[src/rtl/mips_isa_pkg.sv]
// Shared MIPS ISA definitions: opcodes, request-kind encoding, field widths and
// a packing helper used by both the issue encoder and the control decoder.
package mips_isa_pkg;

    localparam int OPCODE_W = 6;
    localparam int REG_W    = 5;
    localparam int SHAMT_W  = 5;
    localparam int FUNCT_W  = 6;
    localparam int IMM_W    = 16;
    localparam int KIND_W   = 2;
    localparam int INSTR_W  = 32;

    localparam logic [OPCODE_W-1:0] OP_RTYPE = 6'h00;
    localparam logic [OPCODE_W-1:0] OP_LW    = 6'h23;
    localparam logic [OPCODE_W-1:0] OP_SW    = 6'h2B;
    localparam logic [OPCODE_W-1:0] OP_BEQ   = 6'h04;

    typedef enum logic [KIND_W-1:0] {
        KIND_R   = 2'b00,
        KIND_LW  = 2'b01,
        KIND_SW  = 2'b10,
        KIND_BEQ = 2'b11
    } instr_kind_e;

    typedef struct packed {
        logic [OPCODE_W-1:0] opcode;
        logic [REG_W-1:0]    rs;
        logic [REG_W-1:0]    rt;
        logic [REG_W-1:0]    rd;
        logic [SHAMT_W-1:0]  shamt;
        logic [FUNCT_W-1:0]  funct;
    } r_fmt_t;

    typedef struct packed {
        logic [OPCODE_W-1:0] opcode;
        logic [REG_W-1:0]    rs;
        logic [REG_W-1:0]    rt;
        logic [IMM_W-1:0]    imm;
    } i_fmt_t;

    // Fields that do not belong to the selected format are simply not packed.
    function automatic logic [INSTR_W-1:0] encode_instr(
        input instr_kind_e         kind,
        input logic [REG_W-1:0]    rs_f,
        input logic [REG_W-1:0]    rt_f,
        input logic [REG_W-1:0]    rd_f,
        input logic [FUNCT_W-1:0]  funct_f,
        input logic [IMM_W-1:0]    imm_f
    );
        r_fmt_t r_word;
        i_fmt_t i_word;
        logic [INSTR_W-1:0] word;

        r_word.opcode = OP_RTYPE;
        r_word.rs     = rs_f;
        r_word.rt     = rt_f;
        r_word.rd     = rd_f;
        r_word.shamt  = '0;
        r_word.funct  = funct_f;

        i_word.opcode = OP_LW;
        i_word.rs     = rs_f;
        i_word.rt     = rt_f;
        i_word.imm    = imm_f;

        word = r_word;
        case (kind)
            KIND_R:   word = r_word;
            KIND_LW:  begin i_word.opcode = OP_LW;  word = i_word; end
            KIND_SW:  begin i_word.opcode = OP_SW;  word = i_word; end
            KIND_BEQ: begin i_word.opcode = OP_BEQ; word = i_word; end
            default:  word = r_word;
        endcase
        return word;
    endfunction

endpackage

[src/rtl/sync_word_fifo.sv]
// Single-clock word FIFO with independent occupancy counter; pushes at full and
// pops at empty are ignored so callers may gate loosely.
module sync_word_fifo #(
    parameter int WIDTH = 32,
    parameter int DEPTH = 4
) (
    input  logic                     clk,
    input  logic                     rst_n,
    input  logic                     push_i,
    input  logic                     pop_i,
    input  logic [WIDTH-1:0]         wdata_i,
    output logic [WIDTH-1:0]         rdata_o,
    output logic                     full_o,
    output logic                     empty_o,
    output logic [$clog2(DEPTH):0]   fill_o
);

    localparam int PTR_W = $clog2(DEPTH);
    localparam logic [PTR_W:0] FULL_FILL = (PTR_W+1)'(DEPTH);

    logic [WIDTH-1:0] mem_q [DEPTH];
    logic [PTR_W-1:0] wr_ptr_q, wr_ptr_d;
    logic [PTR_W-1:0] rd_ptr_q, rd_ptr_d;
    logic [PTR_W:0]   fill_q, fill_d;
    logic             do_push;
    logic             do_pop;

    assign full_o  = (fill_q == FULL_FILL);
    assign empty_o = (fill_q == '0);
    assign fill_o  = fill_q;
    assign rdata_o = mem_q[rd_ptr_q];

    assign do_push = push_i & ~full_o;
    assign do_pop  = pop_i & ~empty_o;

    always_comb begin
        // NOTE: every next-state value gets its hold default first, so no branch can infer a latch.
        wr_ptr_d = wr_ptr_q;
        rd_ptr_d = rd_ptr_q;
        fill_d   = fill_q;
        if (do_push) wr_ptr_d = wr_ptr_q + PTR_W'(1);
        if (do_pop)  rd_ptr_d = rd_ptr_q + PTR_W'(1);
        case ({do_push, do_pop})
            2'b10:   fill_d = fill_q + (PTR_W+1)'(1);
            2'b01:   fill_d = fill_q - (PTR_W+1)'(1);
            default: fill_d = fill_q;
        endcase
    end

    always_ff @(posedge clk or negedge rst_n) begin
        // NOTE: state registers use non-blocking assignments so all flops sample pre-edge values.
        if (!rst_n) begin
            wr_ptr_q <= '0;
            rd_ptr_q <= '0;
            fill_q   <= '0;
        end else begin
            wr_ptr_q <= wr_ptr_d;
            rd_ptr_q <= rd_ptr_d;
            fill_q   <= fill_d;
        end
    end

    // NOTE: storage is not reset; fill_q gates every read, so stale entries are never observed.
    always_ff @(posedge clk) begin
        if (do_push) mem_q[wr_ptr_q] <= wdata_i;
    end

endmodule

[src/rtl/instr_issue_encoder.sv]
// Packs instruction requests into 32-bit MIPS words and queues them for the
// instruction-memory writer over a valid/ready handshake.
module instr_issue_encoder
    import mips_isa_pkg::*;
#(
    parameter int DEPTH = 4,
    parameter int CNT_W = 16
) (
    input  logic                      clk,
    input  logic                      rst_n,
    input  logic                      in_valid,
    output logic                      in_ready,
    input  logic [KIND_W-1:0]         in_kind,
    input  logic [REG_W-1:0]          in_rs,
    input  logic [REG_W-1:0]          in_rt,
    input  logic [REG_W-1:0]          in_rd,
    input  logic [FUNCT_W-1:0]        in_funct,
    input  logic [IMM_W-1:0]          in_imm,
    output logic                      out_valid,
    input  logic                      out_ready,
    output logic [INSTR_W-1:0]        out_instr,
    output logic [$clog2(DEPTH):0]    fill,
    output logic [CNT_W-1:0]          issued_count
);

    logic [INSTR_W-1:0] enc_word;
    logic [INSTR_W-1:0] head_word;
    logic [INSTR_W-1:0] last_word_q;
    logic [CNT_W-1:0]   count_q, count_d;
    logic               fifo_full;
    logic               fifo_empty;
    logic               push;
    logic               pop;

    assign enc_word = encode_instr(instr_kind_e'(in_kind), in_rs, in_rt, in_rd, in_funct, in_imm);

    assign in_ready  = ~fifo_full;
    assign out_valid = ~fifo_empty;
    assign push      = in_valid & in_ready;
    assign pop       = out_valid & out_ready;

    sync_word_fifo #(
        .WIDTH (INSTR_W),
        .DEPTH (DEPTH)
    ) u_fifo (
        .clk     (clk),
        .rst_n   (rst_n),
        .push_i  (push),
        .pop_i   (pop),
        .wdata_i (enc_word),
        .rdata_o (head_word),
        .full_o  (fifo_full),
        .empty_o (fifo_empty),
        .fill_o  (fill)
    );

    // When drained, the bus keeps showing the last word handed off (0 after reset).
    assign out_instr    = fifo_empty ? last_word_q : head_word;
    assign issued_count = count_q;

    always_comb begin
        count_d = count_q;
        if (pop) count_d = count_q + CNT_W'(1);
    end

    always_ff @(posedge clk or negedge rst_n) begin
        if (!rst_n) begin
            count_q     <= '0;
            last_word_q <= '0;
        end else begin
            count_q <= count_d;
            if (pop) last_word_q <= head_word;
        end
    end

endmodule

[config.mk]
export PLATFORM = sky130hd
export DESIGN_NAME = instr_issue_encoder
export DESIGN_NICKNAME = d
export VERILOG_FILES = /design/src/rtl/mips_isa_pkg.sv /design/src/rtl/sync_word_fifo.sv /design/src/rtl/instr_issue_encoder.sv
export SDC_FILE = /design/constraint.sdc
export NUM_CORES = 1
export LEC_CHECK = 0
export ABC_AREA = 1
export CAP_MARGIN = 15
export CORE_ASPECT_RATIO = 2
export CORE_MARGIN = 4
export CORE_UTILIZATION = 56
export DETAILED_ROUTE_END_ITERATION = 8
export PLACE_DENSITY = 0.8
export SLEW_MARGIN = 5
export SYNTH_ARGS = -nofsm -noshare
export SYNTH_HDL_FRONTEND = slang
export SYNTH_HIERARCHICAL = 1
export SYNTH_SLANG_ARGS = --single-unit
[constraint.sdc]
create_clock -name clk -period 3 [get_ports clk]
set_input_delay 0.45 -clock clk [delete_from_list [all_inputs] [get_ports clk]]
set_output_delay 0.45 -clock clk [all_outputs]
set_load 0.005 [all_outputs]
==> impl_metrics.tcl, run 1 <==
set metrics [dict create \
    die_area_um2 16960 \
    tns_ps 0 \
    grt_pass1_wl_mm 26.78 \
    gp_congestion 0.7936 \
    post_cts_buffers 0 \
    via_count 5666 \
    grt_usage 0.2059 \
    netlist_instances 788 \
    synth-seq-cells 183 \
    cp_max_fo 33 \
    die_w_um 94.10 \
    rsz0062_at_grt "false" \
    slew_violations 0 \
    cp.required_ps 2550 \
    postCtsHoldBufs 0 \
    grt_max_degree 78 \
    syn2layout_area_growth_pct 21.23 \
    dp_hpwl_mm 11.09 \
    ir_drop_mv 0.4787 \
    p_int_uw 6422 \
    hold_viol_final 0 \
    startpoint "u_fifo/rd_ptr_q[1]" \
    h-tree-depth 4 \
    avgSynthCellArea_um2 10.54 \
    synth_area_leaders "edfxtp_1, dfrtp_1, nand2_1, inv_1, o211ai_1" \
    yosysSeqAreaShare 0.6287 \
    setup_viol 0 \
    drtPass1Iterations 5 \
    layout-drive-gt1-share 0.08018 \
    grt_pass1_vias 5485 \
    r2r-end "u_fifo/fill_o[2]" \
    worstPathArrival_ps 2430 \
    synth-edff-count 128 \
    synthTopCellsByCount "nand2_1, inv_1, edfxtp_1" \
    fmax_mhz 347.0 \
    min_path_type "in2async" \
    r2r-start "u_fifo/fill_o[0]" \
    ant_nets 0 \
    clk_pin_slew_ps 70 \
    drc 0 \
    clock_path_buffers 2 \
    max_cap_viol_count 0 \
    cts_buffers 17 \
    rrSetupSlack_ps 580 \
    status "finished clean" \
    wl_per_cell_um 15.79 \
    relSlewSlack 0.6249 \
    grt_overflow 0 \
    dieHeight_um 180.2 \
    final_util 0.6976 \
    drtIter0Drc 446 \
    coreArea_um2 14430 \
    switchingPower_uw 3527 \
    yosysUniqueCellTypes 30 \
    ioPinCount 96 \
    cts-root-buf "clkbuf_16" \
    p_leak_uw 0.004317 \
    fin_crit_sh 0.9605 \
    ys.flop_type "edfxtp_1" \
    syn_area_um2 8303 \
    synth_area_leader_cell "edfxtp_1" \
    cts_tree "yes" \
    cts.sinks 183 \
    critPathCaptureType "primary output" \
    antenna_found_initial 0 \
    start_kind "register" \
    portBuffers 95 \
    synthArstFlopShare 0.3005 \
    place_ws_ps 442.2 \
    endpoint "out_instr[5]" \
    swShare 0.3545 \
    clockPowerShare 0.210 \
    insertion_delay_ps 420 \
    power_frac_seq 0.373 \
    synth_top_cell_area_share 0.4629 \
    antenna_cells 0 \
    synth_most_common_cell "nand2_1" \
    path_class "reg2out" \
    tightest_slew_ps 562.7 \
    setup_ws_ps 118.5 \
    routed_wl_mm 17.21 \
    rows 62 \
    layout_min_cycle_time_ps 2881 \
    p_per_area_nw_per_um2 988.4 \
    p_comb_frac 0.418 \
    r2r_cells 14 \
    nets 941 \
    initial_core_util 0.5754 \
    viasPerCell 5.198 \
    synth-warning-count 6 \
    finalClockSkew_ps 7.388 \
]
[power by group through the flow]
stage / registers (uW) / logic, uW / clock network [uW]
after global routing: 3770 / 4610 / 2240
after CTS: 3700 / 4080 / 2120
after global placement: 3720 / 3970 / 0
after detailed placement: 3750 / 4050 / 0
after floorplan: 3700 / 2390 / 0
final: 3710 / 4150 / 2090
[cell usage in the layout, fill, tap and decap left out, drive strengths merged]
master and instances:
ha 12, buf 16, xnor2 8, edfxtp 128, o211ai 64, clkdlybuf4s50 94
clkinv 11, a22o 11, nor2 21, nand4 5, nand3 13, xor2 4
nand2 217, o21ai 65, clkbuf 23, conb 4, dfrtp 55, fa 1
and2 1, nor3 1, inv 144
[flip-flops by register name, indices dropped and copies added, names as in the netlist]
name,cells
issued_count,16
u_fifo/mem_q,128
last_word_q,32
u_fifo/fill_o,3
u_fifo/rd_ptr_q,2
u_fifo/wr_ptr_q,2
[cell type report]
| cell class | count | area [um^2] |
|---|---|---|
| clock buffer | 22 | 496.7 |
| clock inverter | 10 | 70.07 |
| fill | 1066 | 4363 |
| inverter | 144 | 550.5 |
| multi-input combinational | 427 | 2305 |
| sequential | 183 | 5220 |
| tap | 192 | 240.2 |
| timing repair buffer | 111 | 1179 |
| timing repair inverter | 1 | 5.005 |
[cell families after synthesis]
group,Yosys count,synth area share
buffers and inverters,181,0.09931
other,1,0.0004516
AND/OR/NAND/NOR,258,0.1288
flip-flops,183,0.6287
XOR/XNOR,12,0.01356
adder cells (fa/ha/maj),13,0.02049
AO/OA/AOI/OAI,140,0.1086
[metrics by stage]
step | total power, uW | instances | area (um^2) | hold WS (ps)
6_report | 9949 | 1090 | 10070 | 14.60
5_1_grt | 10620 | 1090 | 10070 | 54.63
4_1_cts | 9901 | 1088 | 10020 | 18.01
3_5_place_dp | 7796 | 1056 | 9448 | 474.9
3_3_place_gp | 7690 | 1056 | 9448 | 466.8
2_1_floorplan | 6086 | 791 | 8314 | 154.4
[worst min path at each step]
stage | start | to | slack (ps)
6_report | rst_n | issued_count[13] | 10
5_1_grt | rst_n | last_word_q[23] | 50
4_1_cts | rst_n | issued_count[13] | 20
3_5_place_dp | last_word_q[18] | last_word_q[18] | 470
3_3_place_gp | rst_n | last_word_q[31] | 470
2_1_floorplan | rst_n | issued_count[0] | 150
[routing by layer]
layer  up-vias  part of all wire  GRT usage  wire (um)
li1       2773                 -          -          -
met1      2667              0.38     0.2364       6615
met2       185              0.53     0.3555       9182
met3        41             0.043    0.03886        742
met4         0             0.039     0.1105        665
met5         -                 0          0          0
[timing repair]
item                                    in CTS  in global routing
endpoints found under the setup margin       1                 27
gates cloned                                 0                  2
gates resized for setup                      1                  5
[worst max-delay path: stages, from the launching register on]
cell	delay (ps)
dfrtp_1	350
buf_4	390
o211ai_1	170
nand2_1	110
inv_1	60
o21ai_0	330
clkdlybuf4s50_1	590
(Power assumes the default switching activity.)
==> run 2, diff against run 1 <==
ABC_CLOCK_PERIOD_IN_PS = 3000   (was not set)
==> results of run 2 <==
Same layout as run 1: the final DEF is identical, and so are final timing and power.
